### src/rtl/path_emitter_if.sv
// path_emitter_if: output stream carrying {loc, dir, first} over valid/ready.
`default_nettype none
interface path_emitter_if #(
  parameter int LOC_W = 8
);
  logic             out_valid;
  logic             out_ready;
  logic [LOC_W-1:0] out_loc;
  logic [1:0]       out_dir;
  logic             out_first;

  modport master (output out_valid, output out_loc, output out_dir, output out_first,
                  input  out_ready);
  modport slave  (input  out_valid, input  out_loc, input  out_dir, input  out_first,
                  output out_ready);
endinterface
`default_nettype wire

### src/rtl/path_emitter.sv
//------------------------------------------------------------------------------
// path_emitter: drains the solver's location stack, emitting {loc, dir} per step
// and flagging non-adjacent moves. Optional macro PATH_LEN_COUNT_EN adds path_len.
// Revision: 1.0
//------------------------------------------------------------------------------
`default_nettype none
module path_emitter #(
  parameter int COORD_W = 4,
  parameter int LOC_W   = 8
) (
  input  wire logic             clk,
  input  wire logic             rst,
  input  wire logic             start,
  input  wire logic             emp_stck,
  input  wire logic [LOC_W-1:0] loc_in,
  output logic                  pop,
  output logic                  adj_err,
  output logic                  finished,
  path_emitter_if.master        out_if
`ifdef PATH_LEN_COUNT_EN
  ,
  output logic [7:0]            path_len
`endif
);

  localparam logic [2:0] S_IDLE = 3'd0;
  localparam logic [2:0] S_POP  = 3'd1;
  localparam logic [2:0] S_CAPT = 3'd2;
  localparam logic [2:0] S_EMIT = 3'd3;
  localparam logic [2:0] S_FIN  = 3'd4;

  localparam logic [COORD_W:0] c_one = {{COORD_W{1'b0}}, 1'b1};

  logic [2:0]       r_state;
  logic [LOC_W-1:0] r_prev;
  logic             r_first;
  logic [LOC_W-1:0] r_loc;
  logic [1:0]       r_dir;
  logic             r_valid;
  logic             r_out_first;
  logic             r_adj_err;
  logic             r_finished;

  logic [COORD_W:0] w_xn, w_yn, w_xp, w_yp;
  logic             w_xeq, w_yeq;
  logic [1:0]       w_dir;
  logic             w_adj_ok;
  logic             w_restart;
  logic             w_hs;

  // Coordinates extended by one bit so +1 cannot wrap at the grid edge.
  assign w_xn  = {1'b0, loc_in[LOC_W-1:COORD_W]};
  assign w_yn  = {1'b0, loc_in[COORD_W-1:0]};
  assign w_xp  = {1'b0, r_prev[LOC_W-1:COORD_W]};
  assign w_yp  = {1'b0, r_prev[COORD_W-1:0]};
  assign w_xeq = (w_xn == w_xp);
  assign w_yeq = (w_yn == w_yp);

  always_comb begin
    w_dir    = 2'b00;
    w_adj_ok = 1'b0;
    if (w_yeq && (w_xn == w_xp + c_one)) begin
      w_dir    = 2'b00;
      w_adj_ok = 1'b1;
    end else if (w_yeq && (w_xn + c_one == w_xp)) begin
      w_dir    = 2'b01;
      w_adj_ok = 1'b1;
    end else if (w_xeq && (w_yn == w_yp + c_one)) begin
      w_dir    = 2'b10;
      w_adj_ok = 1'b1;
    end else if (w_xeq && (w_yn + c_one == w_yp)) begin
      w_dir    = 2'b11;
      w_adj_ok = 1'b1;
    end
  end

  assign w_restart = start && ((r_state == S_IDLE) || (r_state == S_FIN));
  assign w_hs      = (r_state == S_EMIT) && out_if.out_ready;

  always_ff @(posedge clk or negedge rst) begin
    if (!rst) begin
      r_state     <= S_IDLE;
      r_prev      <= '0;
      r_first     <= 1'b1;
      r_loc       <= '0;
      r_dir       <= 2'b00;
      r_valid     <= 1'b0;
      r_out_first <= 1'b0;
      r_adj_err   <= 1'b0;
      r_finished  <= 1'b0;
    end else begin
      case (r_state)
        S_IDLE, S_FIN: begin
          if (w_restart) begin
            r_adj_err  <= 1'b0;
            r_finished <= 1'b0;
            r_first    <= 1'b1;
            r_state    <= S_POP;
          end
        end
        S_POP: begin
          if (emp_stck) begin
            r_finished <= 1'b1;
            r_state    <= S_FIN;
          end else begin
            r_state    <= S_CAPT;
          end
        end
        S_CAPT: begin
          r_loc   <= loc_in;
          r_valid <= 1'b1;
          if (r_first) begin
            r_dir       <= 2'b00;
            r_out_first <= 1'b1;
          end else begin
            r_dir <= w_adj_ok ? w_dir : 2'b00;
            if (!w_adj_ok) r_adj_err <= 1'b1;
          end
          r_state <= S_EMIT;
        end
        S_EMIT: begin
          if (w_hs) begin
            r_valid     <= 1'b0;
            r_out_first <= 1'b0;
            r_prev      <= r_loc;
            r_first     <= 1'b0;
            r_state     <= S_POP;
          end
        end
        default: r_state <= S_IDLE;
      endcase
    end
  end

  // The stack samples pop at the edge that leaves POP; an empty stack is never popped.
  assign pop              = (r_state == S_POP) && !emp_stck;
  assign adj_err          = r_adj_err;
  assign finished         = r_finished;
  assign out_if.out_valid = r_valid;
  assign out_if.out_loc   = r_loc;
  assign out_if.out_dir   = r_dir;
  assign out_if.out_first = r_out_first;

`ifdef PATH_LEN_COUNT_EN
  logic [7:0] r_len;

  always_ff @(posedge clk or negedge rst) begin
    if (!rst) begin
      r_len <= 8'd0;
    end else if (w_restart) begin
      r_len <= 8'd0;
    end else if (w_hs && (r_len != 8'hFF)) begin
      r_len <= r_len + 8'd1;
    end
  end

  assign path_len = r_len;
`endif

endmodule
`default_nettype wire

### src/flat_wrapper.sv
// flat-port wrapper written by rule: the top's interface ports become plain ports
module path_emitter_flat 
#(
  parameter int COORD_W = 4,
  parameter int LOC_W   = 8
)
  (clk, rst, start, emp_stck, loc_in, pop, adj_err, finished, out_if_out_valid, out_if_out_loc, out_if_out_dir, out_if_out_first, out_if_out_ready);
  path_emitter_if #(.LOC_W(LOC_W)) out_if_i ();
  input  wire logic clk;
  input  wire logic rst;
  input  wire logic start;
  input  wire logic emp_stck;
  input  wire logic [LOC_W-1:0] loc_in;
  output logic pop;
  output logic adj_err;
  output logic finished;
  output wire logic [$bits(out_if_i.out_valid)-1:0] out_if_out_valid;
  output wire logic [$bits(out_if_i.out_loc)-1:0] out_if_out_loc;
  output wire logic [$bits(out_if_i.out_dir)-1:0] out_if_out_dir;
  output wire logic [$bits(out_if_i.out_first)-1:0] out_if_out_first;
  input wire logic [$bits(out_if_i.out_ready)-1:0] out_if_out_ready;
  assign out_if_out_valid = out_if_i.out_valid;
  assign out_if_out_loc = out_if_i.out_loc;
  assign out_if_out_dir = out_if_i.out_dir;
  assign out_if_out_first = out_if_i.out_first;
  assign out_if_i.out_ready = out_if_out_ready;
  path_emitter #(.COORD_W(COORD_W), .LOC_W(LOC_W)) u_core (.clk(clk), .rst(rst), .start(start), .emp_stck(emp_stck), .loc_in(loc_in), .pop(pop), .adj_err(adj_err), .finished(finished), .out_if(out_if_i));
endmodule
### config.mk
export PLATFORM = sky130hd
export DESIGN_NAME = path_emitter_flat
export DESIGN_NICKNAME = d
export VERILOG_FILES = /design/src/rtl/path_emitter_if.sv /design/src/rtl/path_emitter.sv /design/src/flat_wrapper.sv
export SDC_FILE = /design/constraint.sdc
export NUM_CORES = 1
export LEC_CHECK = 0
export CAP_MARGIN = 10
export CELL_PAD_IN_SITES_DETAIL_PLACEMENT = 0
export CELL_PAD_IN_SITES_GLOBAL_PLACEMENT = 2
export CORE_ASPECT_RATIO = 1.1
export CORE_MARGIN = 2
export CORE_UTILIZATION = 35
export DETAILED_ROUTE_END_ITERATION = 16
export PLACE_DENSITY_LB_ADDON = 0.1
export SETUP_SLACK_MARGIN = 0.15
export SLEW_MARGIN = 20
export SYNTH_ARGS = -nofsm -noshare
export SYNTH_HDL_FRONTEND = slang
export SYNTH_SLANG_ARGS = --single-unit
### constraint.sdc
create_clock -name clk -period 4.3 [get_ports clk]
set_clock_uncertainty 0.05 [all_clocks]
set_input_delay 0.86 -clock clk [delete_from_list [all_inputs] [get_ports clk]]
set_output_delay 0.86 -clock clk [all_outputs]
set_load 0.02 [all_outputs]
==> out/results.tsv <==
stage	metric	value	unit
timing	post-route-period-util	71.21	%
die	die_h	72.12	um
route	drt_wl_total	3.080	mm
timing	finalSetupTns	0	ns
logic_synthesis	syn_inst	133	
timing	hold_slack	0.4341	ns
logic_synthesis	synth.yosys.seq_area_share	44.15	%
critical_path	cp_max_fo	3	
global_routing	use_met1	20.70	%
cts	cts_made_buffers	3	
timing	slew_violations	0	
critical_path	crit_chain	clkdlybuf4s50_1 > nor2_1 > nand2_1 > nor2_1 > clkdlybuf4s50_1	
pwr	powerDensity	677.7	mW/mm2
cts	h-tree-depth	1	
die	boundaryPins	28	
timing	slew_headroom	31.59	%
critical_path	worst-path-buf-inv	2	
logic_synthesis	synth_ff_type	dfrtp_1	
logic_synthesis	synth.distinct_cells	34	
timing	tightest_slew	1.026	ns
global_routing	use_met2	22.11	%
logic_synthesis	async_reset_ff_share	100.0	%
cts	cts_setup_buffers	0	
die	die_w	65.93	um
route	vias	1026	
critical_path	crit_type	in -> out	
worst_hold_path	hold_path_end	u_core.out_if.out_valid	
route	drc	0	
worst_hold_path	hold_path.startpoint	u_core.out_if.out_valid	
logic_synthesis	ys_warn_count	0	
die	core_area	0.003994	mm2
cells_and_area	n_antenna_cell	0	
place	routabilityCongestion	0.7678	
critical_path	crit_required	3.39	ns
timing	final-hold-violation-count	0	
cts	insertion_delay	0.26	ns
cells_and_area	nFillCells	384	
critical_path	end_kind	output pin	
global_routing	grt_antenna_before_repair	0	
global_routing	use_met3	2.636	%
route	first_pass_iters	4	
logic_synthesis	ys_seq_elements	26	
logic_synthesis	syn_nets	150	
timing	final.min_clock_period	3.062	ns
status	status	complete, no violations	
cts	cts.sinks	26	
cts	cts_hold_buf	0	
place	dp_hpwl	2.286	mm
logic_synthesis	synth_top_area_share	42.37	%
route	via_per_inst	4.909	
logic_synthesis	syn_area	0.001476	mm2
logic_synthesis	yosysMostFrequentCell	dfrtp_1	
die	start_util	36.97	%
global_routing	grt_busiest_layer	met2	
timing	fmax	326.6	MHz
critical_path	critPathTopFamily	buffers and inverters	
critical_path	slowest_delay	0.60	ns
cts	clockBufferDepth	2	
logic_synthesis	synth_commonest_cells	dfrtp_1 (25), mux2_2 (16), nand2_1 (14), xnor2_1 (11), xor2_1 (8)	
worst_hold_path	hold_depth	2	
critical_path	r2r_start	u_core.r_state[2]	
cts	clk_pin_slew	0.09	ns
logic_synthesis	synth_area_leaders	dfrtp_1 (42%), mux2_2 (12%), xnor2_1 (6.5%)	
worst_hold_path	hold_class	reg -> reg	
global_routing	grt_pass1_vias	1105	
global_routing	grt_usage	14.16	%
timing	rsz0062_at_grt	false	
cts	cts_root_buf	clkbuf_8	
global_routing	grt-ovfl-total	0	
cts	cts_resized	0	
die	die_area	0.004755	mm2
pwr	power.leakage	0.7602	nW
route	drtIter0Drc	44	
logic_synthesis	synth_edf_count	0	
pwr	vdd_drop_max	0.0003070	V
critical_path	slowest_stage	clkdlybuf4s50_1	
logic_synthesis	yosys.area.top_type	dfrtp_1	
route	wl_per_cell	14.74	um
critical_path	reg2reg_to	u_core.adj_err	
global_routing	grt_pass1_wl	5.271	mm
logic_synthesis	synth_area_per_cell	11.10	um2
critical_path	cp-start-kind	input pin	
cells_and_area	layout-drive-gt1-share	17.83	%
global_routing	grt_max_degree	27	
critical_path	arrival	2.15	ns
cells_and_area	nets	175	
cells_and_area	area_delta_synth_final	22.12	%
die	num_rows	24	
flow_run	cap_viol_max_count	0	
critical_path	r2r_setup_slack	2.28	ns
timing	setup_viol	0	
place	portBuffers	27	
cts	cts_tree	yes	
critical_path	r2r_cells	5	
route	antenna_left	0	
==> worst reg2reg max path, cell delays in order, from the launching register on <==
cell and delay (ns):
dfrtp_1 0.43, nand2b_1 0.19, or2_0 0.57, a311oi_2 0.48, nand2_1 0.10, o21ai_1 0.14
==> worst max path at each step <==
stage	end	slack (ns)	cells past startpoint	startpoint
finish	pop	1.24	5	emp_stck
global route	pop	1.16	5	emp_stck
CTS	pop	1.23	5	emp_stck
detailed placement	pop	1.23	5	emp_stck
global placement	pop	1.24	5	emp_stck
floorplan	pop	2.10	3	emp_stck
==> kinds of logic after synthesis <==
kind of cell	synth area share (%)
simple gates	15.26
flops	44.15
xor+xnor	12.37
mux	14.92
compound gates	5.423
buf+inv	4.491
fa+ha+maj	3.390
==> layout make-up <==
type / count / area [um2] / share of cell area (%)
clock buffers: 4 / 55.05 / 3.053
inverters: 2 / 7.507 / 0.4164
multi-input cells: 98 / 758.2 / 42.05
flip-flops and latches: 26 / 651.9 / 36.16
well taps: 52 / 65.06 / 3.609
repair buffers: 27 / 265.3 / 14.71
==> cell usage in the layout, fill, tap and decap left out, types with 2 or more instances in the layout <==
cell	instances
nand3b_1	2
dfrtp_1	25
nor3_1	2
ha_1	4
mux2_2	16
mux2i_1	4
nand2b_1	2
nor2_1	6
clkbuf_8	4
nand4_1	2
xnor2_1	11
nand2_1	14
xor2_1	8
and3b_1	2
inv_1	2
o21ai_1	2
clkdlybuf4s50_1	26
nand3_1	4
o21ai_0	3
a21oi_1	4
==> per-layer routing <==
layer  wire [um]  share of wire [%]  vias up
met5           0                  0        -
met4          12               0.39        0
met3         101                3.3        2
met2        1383                 45       14
met1        1582                 51      509
li1            -                  -      501
==> report_power, final <==
group / switching [mW] / internal, mW
logic: 0.274 / 0.312
clock network: 0.0723 / 0.0817
registers: 0.122 / 0.360
==> per-stage QoR <==
stage / std cells / worst slack [ns] / area, um2 / power (mW) / utilization [%]
finish: 209 / 1.238 / 1803 / 1.222 / 45.14
global placement: 205 / 1.241 / 1753 / 1.067 / 43.89
detailed placement: 205 / 1.234 / 1748 / 1.078 / 43.77
floorplan: 133 / 2.104 / 1476 / 0.8840 / -
global route: 209 / 1.164 / 1803 / 1.319 / 45.14
CTS: 209 / 1.230 / 1803 / 1.239 / 45.14
==> registers in the layout (all words and copies together) (netlist names) <==
| name | count |
|---|---|
| u_core.out_if.out_loc | 8 |
| u_core.r_prev | 8 |
| u_core.r_state | 3 |
| u_core.out_if.out_dir | 2 |
| u_core.adj_err | 1 |
| u_core.finished | 1 |
| u_core.out_if.out_first | 1 |
| u_core.out_if.out_valid | 1 |
| u_core.r_first | 1 |
(Power assumes the default switching activity.)
